### src/rtl/mmio_probe_pkg.sv
// mmio_probe_pkg: shared definitions for the MMIO bring-up probe.
// FSM state encoding, register offset helpers and STATUS bit positions.
package mmio_probe_pkg;

  typedef enum logic [1:0] {
    ST_HOLD = 2'd0,
    ST_RUN  = 2'd1,
    ST_DONE = 2'd2,
    ST_HUNG = 2'd3
  } probe_state_e;

  // STATUS register bit positions; bits above STAT_OVF read as 0
  localparam int STAT_EMPTY   = 0;
  localparam int STAT_FULL    = 1;
  localparam int STAT_DONE    = 2;
  localparam int STAT_PASS    = 3;
  localparam int STAT_TIMEOUT = 4;
  localparam int STAT_OVF     = 5;

  // EXIT sits right after the channel registers, STATUS right after EXIT
  function automatic int exit_offset(input int num_ch);
    return num_ch;
  endfunction

  function automatic int status_offset(input int num_ch);
    return num_ch + 1;
  endfunction

  // Window is the next power of two that holds all channels plus EXIT and STATUS
  function automatic int window_bits(input int num_ch);
    return $clog2(num_ch + 2);
  endfunction

  // Channel tag width, never narrower than one bit
  function automatic int tag_bits(input int num_ch);
    return (num_ch > 1) ? $clog2(num_ch) : 1;
  endfunction

endpackage

### src/rtl/mmio_probe_sync_fifo.sv
// sync_fifo: first-word-fall-through FIFO with full/empty flags.
// A push while full is accepted when a pop happens in the same cycle.
// Reset is synchronous, active-low.
module sync_fifo #(
  parameter int WIDTH = 8,
  parameter int DEPTH = 8
) (
  input  logic             clk,
  input  logic             rst_ni,
  input  logic             push_i,
  input  logic [WIDTH-1:0] din_i,
  input  logic             pop_i,
  output logic [WIDTH-1:0] dout_o,
  output logic             full_o,
  output logic             empty_o
);

  localparam int AW = $clog2(DEPTH);

  logic [WIDTH-1:0] mem_q [DEPTH];
  logic [AW-1:0]    wr_ptr_q;
  logic [AW-1:0]    rd_ptr_q;
  logic [AW:0]      count_q;
  logic             push_acc;
  logic             pop_acc;

  assign full_o   = (count_q == (AW+1)'(DEPTH));
  assign empty_o  = (count_q == '0);
  assign pop_acc  = pop_i && !empty_o;
  assign push_acc = push_i && (!full_o || pop_acc);
  // Head entry is visible without a read request
  assign dout_o   = mem_q[rd_ptr_q];

  // Storage write; contents need no reset because the count gates visibility
  always_ff @(posedge clk) begin
    if (push_acc) begin
      mem_q[wr_ptr_q] <= din_i;
    end
  end

  // Pointer and occupancy bookkeeping
  always_ff @(posedge clk) begin
    if (!rst_ni) begin
      wr_ptr_q <= '0;
      rd_ptr_q <= '0;
      count_q  <= '0;
    end else begin
      if (push_acc) wr_ptr_q <= wr_ptr_q + AW'(1);
      if (pop_acc)  rd_ptr_q <= rd_ptr_q + AW'(1);
      count_q <= count_q + {{AW{1'b0}}, push_acc} - {{AW{1'b0}}, pop_acc};
    end
  end

endmodule

### src/rtl/mmio_probe.sv
// mmio_probe: bus-attached bring-up probe. Decodes a small window on the CPU
// bus, streams channel writes through a tagged FIFO, sequences CPU reset and
// reports completion via an EXIT register or a progress watchdog.
// Optional build macro MMIO_PROBE_DISPLAY_EN adds simulation-only console
// output of popped entries and the final verdict.
module mmio_probe import mmio_probe_pkg::*; #(
  parameter int                ADDR_W     = 16,
  parameter int                DATA_W     = 8,
  parameter logic [ADDR_W-1:0] BASE_ADDR  = 16'hFF00,
  parameter int                NUM_CH     = 4,
  parameter int                FIFO_DEPTH = 8,
  parameter int                TIMEOUT    = 4096,
  parameter int                RST_CYCLES = 4
) (
  input  logic                           clk,
  input  logic                           rst,
  input  logic [ADDR_W-1:0]              addr,
  input  logic [DATA_W-1:0]              wdata,
  input  logic                           we,
  output logic [DATA_W-1:0]              rdata,
  output logic                           hit,
  output logic                           cpu_rst,
  output logic                           out_valid,
  input  logic                           out_ready,
  output logic [tag_bits(NUM_CH)-1:0]    out_ch,
  output logic [DATA_W-1:0]              out_data,
  output logic                           done,
  output logic                           pass,
  output logic                           timeout,
  output logic                           overflow
);

  localparam int WIN_W  = window_bits(NUM_CH);
  localparam int CH_W   = tag_bits(NUM_CH);
  localparam int HOLD_W = (RST_CYCLES > 1) ? $clog2(RST_CYCLES) : 1;
  localparam int WD_W   = (TIMEOUT > 1) ? $clog2(TIMEOUT) : 1;

  localparam logic [WIN_W-1:0]  EXIT_OFF  = WIN_W'(exit_offset(NUM_CH));
  localparam logic [WIN_W-1:0]  STAT_OFF  = WIN_W'(status_offset(NUM_CH));
  localparam logic [HOLD_W-1:0] HOLD_LAST = HOLD_W'(RST_CYCLES - 1);
  localparam logic [WD_W-1:0]   WD_LAST   = WD_W'((TIMEOUT > 0) ? TIMEOUT - 1 : 0);

  probe_state_e      state_q;
  logic [HOLD_W-1:0] hold_q;
  logic [WD_W-1:0]   wd_q;
  logic              cpu_rst_q, done_q, pass_q, timeout_q, overflow_q;
  logic [DATA_W-1:0] rdata_q, rdata_d;
  logic              hit_q;

  logic              in_win;
  logic [WIN_W-1:0]  offset;
  logic              ch_wr, exit_wr, pop, push_ok;
  logic              fifo_full, fifo_empty;
  logic [CH_W+DATA_W-1:0] fifo_dout;
  logic [DATA_W-1:0] status_w;

  assign in_win  = (addr[ADDR_W-1:WIN_W] == BASE_ADDR[ADDR_W-1:WIN_W]);
  assign offset  = addr[WIN_W-1:0];
  // Window writes only take effect while the CPU is running
  assign ch_wr   = we && in_win && (offset < EXIT_OFF) && (state_q == ST_RUN);
  assign exit_wr = we && in_win && (offset == EXIT_OFF) && (state_q == ST_RUN);
  assign pop     = out_valid && out_ready;
  assign push_ok = !fifo_full || pop;

  sync_fifo #(
    .WIDTH (CH_W + DATA_W),
    .DEPTH (FIFO_DEPTH)
  ) u_fifo (
    .clk     (clk),
    .rst_ni  (rst),
    .push_i  (ch_wr),
    .din_i   ({offset[CH_W-1:0], wdata}),
    .pop_i   (pop),
    .dout_o  (fifo_dout),
    .full_o  (fifo_full),
    .empty_o (fifo_empty)
  );

  // Stream outputs are forced to zero while nothing is queued
  assign out_valid          = !fifo_empty;
  assign {out_ch, out_data} = out_valid ? fifo_dout : '0;

  // STATUS register image and read-data selection for the current address
  always_comb begin
    status_w               = '0;
    status_w[STAT_EMPTY]   = fifo_empty;
    status_w[STAT_FULL]    = fifo_full;
    status_w[STAT_DONE]    = done_q;
    status_w[STAT_PASS]    = pass_q;
    status_w[STAT_TIMEOUT] = timeout_q;
    status_w[STAT_OVF]     = overflow_q;
    rdata_d                = (in_win && offset == STAT_OFF) ? status_w : '0;
  end

  // One-cycle registered read port
  always_ff @(posedge clk) begin
    if (!rst) begin
      rdata_q <= '0;
      hit_q   <= 1'b0;
    end else begin
      rdata_q <= rdata_d;
      hit_q   <= in_win;
    end
  end

  // Run-control FSM: reset hold, run with watchdog, then terminal verdict
  always_ff @(posedge clk) begin
    if (!rst) begin
      state_q    <= ST_HOLD;
      hold_q     <= '0;
      wd_q       <= '0;
      cpu_rst_q  <= 1'b1;
      done_q     <= 1'b0;
      pass_q     <= 1'b0;
      timeout_q  <= 1'b0;
      overflow_q <= 1'b0;
    end else begin
      if (ch_wr && !push_ok) overflow_q <= 1'b1;
      case (state_q)
        ST_HOLD: begin
          if (hold_q == HOLD_LAST) begin
            state_q   <= ST_RUN;
            cpu_rst_q <= 1'b0;
            wd_q      <= '0;
          end else begin
            hold_q <= hold_q + HOLD_W'(1);
          end
        end
        ST_RUN: begin
          // EXIT outranks watchdog expiry; any channel write counts as progress
          if (exit_wr) begin
            state_q <= ST_DONE;
            done_q  <= 1'b1;
            pass_q  <= (wdata == '0);
          end else if (ch_wr) begin
            wd_q <= '0;
          end else if (TIMEOUT != 0) begin
            if (wd_q == WD_LAST) begin
              state_q   <= ST_HUNG;
              done_q    <= 1'b1;
              timeout_q <= 1'b1;
            end else begin
              wd_q <= wd_q + WD_W'(1);
            end
          end
        end
        default: ;
      endcase
    end
  end

  assign rdata    = rdata_q;
  assign hit      = hit_q;
  assign cpu_rst  = cpu_rst_q;
  assign done     = done_q;
  assign pass     = pass_q;
  assign timeout  = timeout_q;
  assign overflow = overflow_q;

`ifdef MMIO_PROBE_DISPLAY_EN
  logic              done_seen_q;
  logic [1:0]        fin_cnt_q;
  logic              fin_arm_q;
  logic [DATA_W-1:0] code_q;

  // Console trace of the capture stream and the final verdict
  always_ff @(posedge clk) begin
    if (!rst) begin
      done_seen_q <= 1'b0;
      fin_arm_q   <= 1'b0;
      fin_cnt_q   <= '0;
      code_q      <= '0;
    end else begin
      if (pop) $display("ch%0d: %0d", out_ch, out_data);
      if (exit_wr) code_q <= wdata;
      done_seen_q <= done_q;
      if (done_q && !done_seen_q) begin
        if (timeout_q)   $display("TIMEOUT");
        else if (pass_q) $display("PASS");
        else             $display("FAIL code=%0d", code_q);
        fin_arm_q <= 1'b1;
      end
      if (fin_arm_q) begin
        fin_cnt_q <= fin_cnt_q + 2'd1;
        if (fin_cnt_q == 2'd1) $finish;
      end
    end
  end
`endif

endmodule

### config.mk
export PLATFORM = sky130hd
export DESIGN_NAME = mmio_probe
export DESIGN_NICKNAME = d
export VERILOG_FILES = /design/src/rtl/mmio_probe_pkg.sv /design/src/rtl/mmio_probe_sync_fifo.sv /design/src/rtl/mmio_probe.sv
export SDC_FILE = /design/constraint.sdc
export NUM_CORES = 1
export LEC_CHECK = 0
export CAP_MARGIN = 20
export CORE_MARGIN = 2
export CORE_UTILIZATION = 40
export DETAILED_ROUTE_END_ITERATION = 7
export HOLD_SLACK_MARGIN = 0.02
export PLACE_DENSITY_LB_ADDON = 0.25
export SLEW_MARGIN = 10
export SYNTH_ARGS = -nofsm -noshare
export SYNTH_HDL_FRONTEND = slang
export SYNTH_HIERARCHICAL = 1
export SYNTH_SLANG_ARGS = --single-unit
### constraint.sdc
create_clock -name clk -period 4.3 [get_ports clk]
set_clock_uncertainty 0.05 [all_clocks]
set_input_delay 0.86 -clock clk [delete_from_list [all_inputs] [get_ports clk]]
set_output_delay 0.86 -clock clk [all_outputs]
set_load 0.05 [all_outputs]
==> results.py, run 1 <==
metrics = {
    "clocking": {
        "clock_sinks": 121,
        "h-tree-depth": 4,
        "cts_hold_buf": 0,
        "clk_pin_slew_ps": 50,
        "cts_made_buffers": 17,
        "cts_buffer_depth": 2,
        "cts_setup_buffers": 0,
        "cts_tree": "done",
        "cts_root_buf": "clkbuf_16",
        "cts-resized-gates": 0,
        "clkLatencyLatePin_ps": 410,
    },
    "final_layout": {
        "fillers": 1086,
        "num_antenna_cells": 0,
        "final_area_mm2": 0.006521,
        "drive_above_1_share": 0.1824,
        "fin_nets": 480,
        "areaGrowthSynthToFinish_pct": 25.08,
    },
    "floorplan": {
        "die_h_um": 118.2,
        "core_mm2": 0.01267,
        "die_area_mm2": 0.01396,
        "core.rowCount": 41,
        "die_w_um": 118.2,
        "start_util": 0.4115,
        "ios": 53,
    },
    "synth": {
        "ys_async_sr_fraction": 0,
        "yosys.area_share.simple": 0.1435,
        "synth_area_leaders": "edfxtp_1, dfxtp_1, mux4_2, nor2b_1, ha_1",
        "ys_types": 58,
        "synth-xor-area-share": 0.003360,
        "synthAdderAreaFrac": 0.02544,
        "synth.area.mux_share": 0.1195,
        "synth_top_area_frac": 0.4608,
        "synth_top_family_by_area": "simple AND/OR/NAND/NOR gates",
        "syn_inst": 377,
        "synth-edff-count": 80,
        "ys.flop_type": "edfxtp_1",
        "syn_area_per_cell_um2": 13.83,
        "synth_compound_area_frac": 0.06383,
        "ys_warn_count": 6,
        "synth_seq_area_share": 0.6182,
        "yosysTopAreaCell": "edfxtp_1",
        "synth_seq_cells": 121,
        "syn_area_mm2": 0.005214,
    },
    "drt": {
        "vias": 3289,
        "via_per_inst": 5.246,
        "wirelength_mm": 10.38,
        "wire_per_inst_um": 16.55,
        "firstDrtPassIters": 4,
        "drc": 0,
        "antenna_left": 0,
        "drt-initial-drc-count": 232,
    },
    "timing": {
        "timing.fmax_mhz": 272.3,
        "worst_slack_ps": 627.5,
        "period_minus_slack_ps": 3673,
        "setup_violations": 0,
        "whs_ps": 405.8,
        "tns_ps": 0,
        "hold_viol": 0,
        "finalCritPeriodShare": 0.8541,
        "worst_slew_pin_slew_ps": 585.7,
        "rsz0062_at_grt": "no",
        "final_max_slew_viol_count": 0,
        "relSlewSlack": 0.6087,
    },
    "setup_path": {
        "max_stage_delay_ps": 700,
        "start_kind": "register",
        "worst-path-max-fanout": 20,
        "cp_cell_sequence": "buf_4 > mux4_2 > mux2_2 > nor2b_1 > clkdlybuf4s50_1",
        "end_kind": "primary output",
        "required_ps": 3390,
        "critPathArrivalTime_ps": 2760,
        "crit_type": "reg2out",
        "crit_path_top_delay_cell": "clkdlybuf4s50_1",
    },
    "job": {
        "drv_cap": 0,
    },
    "worst_hold_path": {
        "hold_class": "reg2reg",
    },
    "global_route": {
        "grt_usage": 0.1607,
        "grt_pass1_vias": 3373,
        "antenna_found_initial": 0,
        "grt_pass1_wl_mm": 17.19,
        "grt_max_degree": 40,
        "grt.overflow.total": 0,
    },
    "placed_design": {
        "hpwl_mm": 6.752,
        "place_ws_ps": 539.6,
        "port_buffers": 50,
        "dpl-instance-area_mm2": 0.005969,
        "place.gp.congestion": 0.8126,
    },
    "outcome": {
        "status": "completed",
    },
    "power": {
        "leakage_nw": 2.233,
        "peakVddDrop_mv": 0.2355,
        "power.density_mw_per_mm2": 520.9,
    },
}
[cell families (layout without fill, tap and decap cells)]
group                    Yosys count  in the layout
other                              1              2
AND/OR/NAND/NOR                  130            130
AO/OA/AOI/OAI                     47             47
flip-flops                       121            121
adder cells (fa/ha/maj)           10             10
XOR/XNOR                           2              2
buffers and inverters             30            107
multiplexers                      36             36
[routing by layer]
| metal | part of all wire | GRT usage | wire length, um |
|---|---|---|---|
| met1 | 0.45 | 0.2003 | 4631 |
| met2 | 0.51 | 0.2630 | 5284 |
| met3 | 0.032 | 0.04826 | 337 |
| met4 | 0.012 | 0.06175 | 123 |
| met5 | 0 | 0 | 0 |
[state kept, by name, summed over array words and instances, names as in the netlist, 2 cells and up, named ones only]
name             cells
rdata                6
u_fifo/rd_ptr_q      3
wd_q                12
u_fifo/wr_ptr_q      3
hold_q               2
u_fifo/mem_q        80
u_fifo/count_q       4
state_q              2
[layout make-up]
class / instances / area (um2) / share of cell area
Timing Repair Buffer: 64 / 605.6 / 0.09286
Clock buffer: 17 / 425.4 / 0.06523
Clock inverter: 15 / 126.4 / 0.01938
Inverter: 11 / 46.29 / 0.007099
Multi-Input combinational cell: 227 / 1879 / 0.2882
Tap cell: 172 / 215.2 / 0.03300
Sequential cell: 121 / 3223 / 0.4942
[power by group]
part           switching (mW)  leakage [nW]  internal, mW  total [mW]
Sequential             0.0491          1.05          1.28        1.33
Combinational           0.458         0.918         0.312       0.770
Clock                   0.510         0.264         0.792        1.30
[path summary, 6_finish.rpt]
| check | from | to | slack, ps | depth (start not counted) |
|---|---|---|---|---|
| max | register | out_ch[1] | 630 | 5 |
| min | cpu_rst$_SDFFE_PN1P_ | cpu_rst$_SDFFE_PN1P_ | 410 | 2 |
| max reg2reg | u_fifo/count_q[3]$_SDFF_PN0_ | u_fifo/count_q[2]$_SDFF_PN0_ | 1240 | 12 |
| min reg2reg | cpu_rst$_SDFFE_PN1P_ | cpu_rst$_SDFFE_PN1P_ | 410 | 2 |
[synthesized netlist by cell type (3+ instances only)]
master,number
and3_1,4
a21oi_1,9
nor2_1,16
o211ai_1,3
edfxtp_1,80
o21ai_1,8
nor3_1,5
mux2i_1,6
mux2_2,10
nand3_1,15
nand2b_1,9
and2_1,9
nand2_1,24
ha_1,9
nand4_1,6
nor2b_1,20
a31oi_1,4
dfxtp_1,41
buf_2,4
clkbuf_1,10
mux4_2,20
o31ai_1,4
inv_1,10
nor4_1,5
[cells in the final DEF, fill, tap and decap left out, drive strengths merged, types with 3 or more instances in the layout]
master,synthesis,layout
nand3,15,15
clkbuf,12,17
inv,10,13
nor3b,3,3
nand4,6,6
a31oi,4,4
dfxtp,41,41
o21ai,10,10
nor4,6,6
nor2b,20,20
buf,7,14
nor2,16,16
ha,9,9
mux2,10,10
clkinv,1,10
nand2b,9,9
a21oi,9,9
clkdlybuf4s50,0,50
o31ai,4,4
nand2,24,24
and3,4,4
o211ai,3,3
mux2i,6,6
and2,9,9
nor3,5,5
mux4,20,20
edfxtp,80,80
[critical path, delay by kind of cell, from the launching register on]
family        cells  cell delay (ps)
mux               2              850
flops             1              310
simple gates      1              130
buf+inv           2             1060
[through the flow]
stage                       util  cells  total power [mW]
after floorplan                -    378             1.887
after global placement    0.4711    595             2.121
after detailed placement  0.4711    595             2.133
after CTS                 0.5147    627             3.441
after global routing      0.5147    627             3.551
final                     0.5147    627             3.397
Power figures use the tool's default switching activity.
==> run 2, diff against run 1 <==
Settings changed: CTS_BUF_LIST set to sky130_fd_sc_hd__clkbuf_4 sky130_fd_sc_hd__clkbuf_8.
==> run 2 against run 1 <==
  * Combinational power about the same
  * Power decreased by 11%
  * Final cell count did not move
  * Maximum frequency fell by 0.70%
  * Sequential power about the same
  * Largest cell class unchanged
  * Die area is the same
  * Worst setup slack lost 26 ps
  * Clock power shrank 30%
  * Largest power group unchanged
  * Sequential share of layout area rose by 1.5 points
  * First-iteration DRC count shrank 6.9%
  * Global-route usage is 0.20 points lower
==> results.py, run 2 (synthesized netlist as in run 1, its figures left out) <==
metrics = {
    "timing": {
        "hold_viol": 0,
        "worst_slew_pin_slew_ps": 585.2,
        "setup_violations": 0,
        "tns_ps": 0,
        "period_minus_slack_ps": 3698,
        "final_max_slew_viol_count": 0,
        "timing.fmax_mhz": 270.4,
        "finalCritPeriodShare": 0.8601,
        "relSlewSlack": 0.6093,
        "rsz0062_at_grt": "no",
        "whs_ps": 408.6,
    },
    "power": {
        "power.density_mw_per_mm2": 475.2,
        "switching_share": 0.3211,
        "netSwitchingPower_mw": 0.9658,
        "peakVddDrop_mv": 0.1970,
        "seqPwrFrac": 0.440,
        "p_total_mw": 3.008,
        "internal_power_mw": 2.042,
        "comb_power_share": 0.255,
        "leakage_nw": 2.145,
        "clockPowerShare": 0.305,
    },
    "outcome": {
        "status": "completed",
    },
    "final_layout": {
        "final_area_mm2": 0.006330,
        "multi_input_area_mm2": 0.001879,
        "num_antenna_cells": 0,
        "final_common_cell": "edfxtp_1",
        "areaGrowthSynthToFinish_pct": 21.41,
        "max_flop_register": "u_fifo/mem_q",
        "regArea_mm2": 0.003223,
        "largest_reg_flops": 80,
        "fillers": 1113,
        "fin_nets": 480,
        "drive_above_1_share": 0.1824,
        "final_cell_mix": "edfxtp_1, clkdlybuf4s50_1, dfxtp_1",
    },
    "drt": {
        "wire_per_inst_um": 16.49,
        "wirelength_mm": 10.34,
        "antenna_left": 0,
        "via_per_inst": 5.287,
        "drt-initial-drc-count": 216,
        "firstDrtPassIters": 4,
        "drc": 0,
        "vias": 3315,
    },
    "setup_path": {
        "worst-path-max-fanout": 20,
        "critPathArrivalTime_ps": 2790,
        "r2r_slack_ps": 1250,
        "start_kind": "register",
        "end_kind": "primary output",
        "required_ps": 3390,
        "crit_type": "reg2out",
    },
    "clocking": {
        "cts_root_buf": "clkbuf_8",
        "h-tree-depth": 4,
        "cts_made_buffers": 17,
        "clk_pin_slew_ps": 70,
        "clkLatencyLatePin_ps": 420,
        "clock_sinks": 121,
        "cts_buffer_depth": 2,
        "cts_setup_buffers": 0,
        "cts_hold_buf": 0,
        "cts-resized-gates": 0,
        "cts_tree": "done",
    },
    "global_route": {
        "grt_pass1_vias": 3354,
        "grt_usage": 0.1587,
        "grt_max_degree": 40,
        "grt.overflow.total": 0,
        "grt_pass1_wl_mm": 17.10,
        "antenna_found_initial": 0,
    },
    "worst_hold_path": {
        "hold_class": "reg2reg",
    },
    "floorplan": {
        "die_area_mm2": 0.01396,
        "ios": 53,
        "core.rowCount": 41,
        "start_util": 0.4115,
        "core_mm2": 0.01267,
        "die_h_um": 118.2,
        "die_w_um": 118.2,
    },
    "placed_design": {
        "hpwl_mm": 6.752,
        "place.gp.congestion": 0.8126,
        "dpl-instance-area_mm2": 0.005969,
        "port_buffers": 50,
    },
    "job": {
        "drv_cap": 0,
    },
}
[run 2: cell types whose count changed in the layout (fill, tap and decap cells not counted)]
| cell | change |
|---|---|
| clkbuf_8 | +17 |
| clkbuf_16 | -17 |
[run 2: layer usage]
metal | wire (um) | vias to the layer above | global-route usage
met5 | 0 | - | 0
met4 | 165 | 0 | 0.05572
met3 | 375 | 16 | 0.04392
met2 | 5162 | 69 | 0.2612
met1 | 4638 | 1659 | 0.2012
li1 | - | 1571 | -
[run 2: critical path: stages (launching register included)]
cell and delay, ps:
dfxtp_1 310, buf_4 370, mux4_2 560, mux2_2 290, nor2b_1 130, clkdlybuf4s50_1 700
[run 2: path summary, 6_finish.rpt]
kind	startpoint	endpoint	depth (start not counted)
max	register	out_ch[1]	5
min	cpu_rst$_SDFFE_PN1P_	cpu_rst$_SDFFE_PN1P_	2
max reg2reg	u_fifo/count_q[3]$_SDFF_PN0_	u_fifo/count_q[2]$_SDFF_PN0_	12
min reg2reg	cpu_rst$_SDFFE_PN1P_	cpu_rst$_SDFFE_PN1P_	2
[run 2: power groups by stage]
stage	clock network, mW	registers (mW)	logic, mW
after floorplan	0	1.33	0.562
after global placement	0	1.35	0.771
after detailed placement	0	1.35	0.782
after CTS	0.937	1.33	0.783
after global routing	0.990	1.33	0.833
final	0.916	1.32	0.768
[run 2: final cells by class]
type | count | share of cell area
flip-flops and latches | 121 | 0.5092
multi-input cells | 227 | 0.2969
repair buffers | 64 | 0.09567
clock buffers | 17 | 0.03696
well taps | 172 | 0.03400
clock inverters | 15 | 0.01996
inverters | 11 | 0.007314
[run 2: metrics by stage]
step | util | setup slack [ps] | std cells
after detailed placement | 0.4711 | 539.6 | 595
after floorplan | - | 305.2 | 378
after global placement | 0.4711 | 614.9 | 595
after CTS | 0.4996 | 523.7 | 627
after global routing | 0.4996 | 446.1 | 627
final | 0.4996 | 601.5 | 627
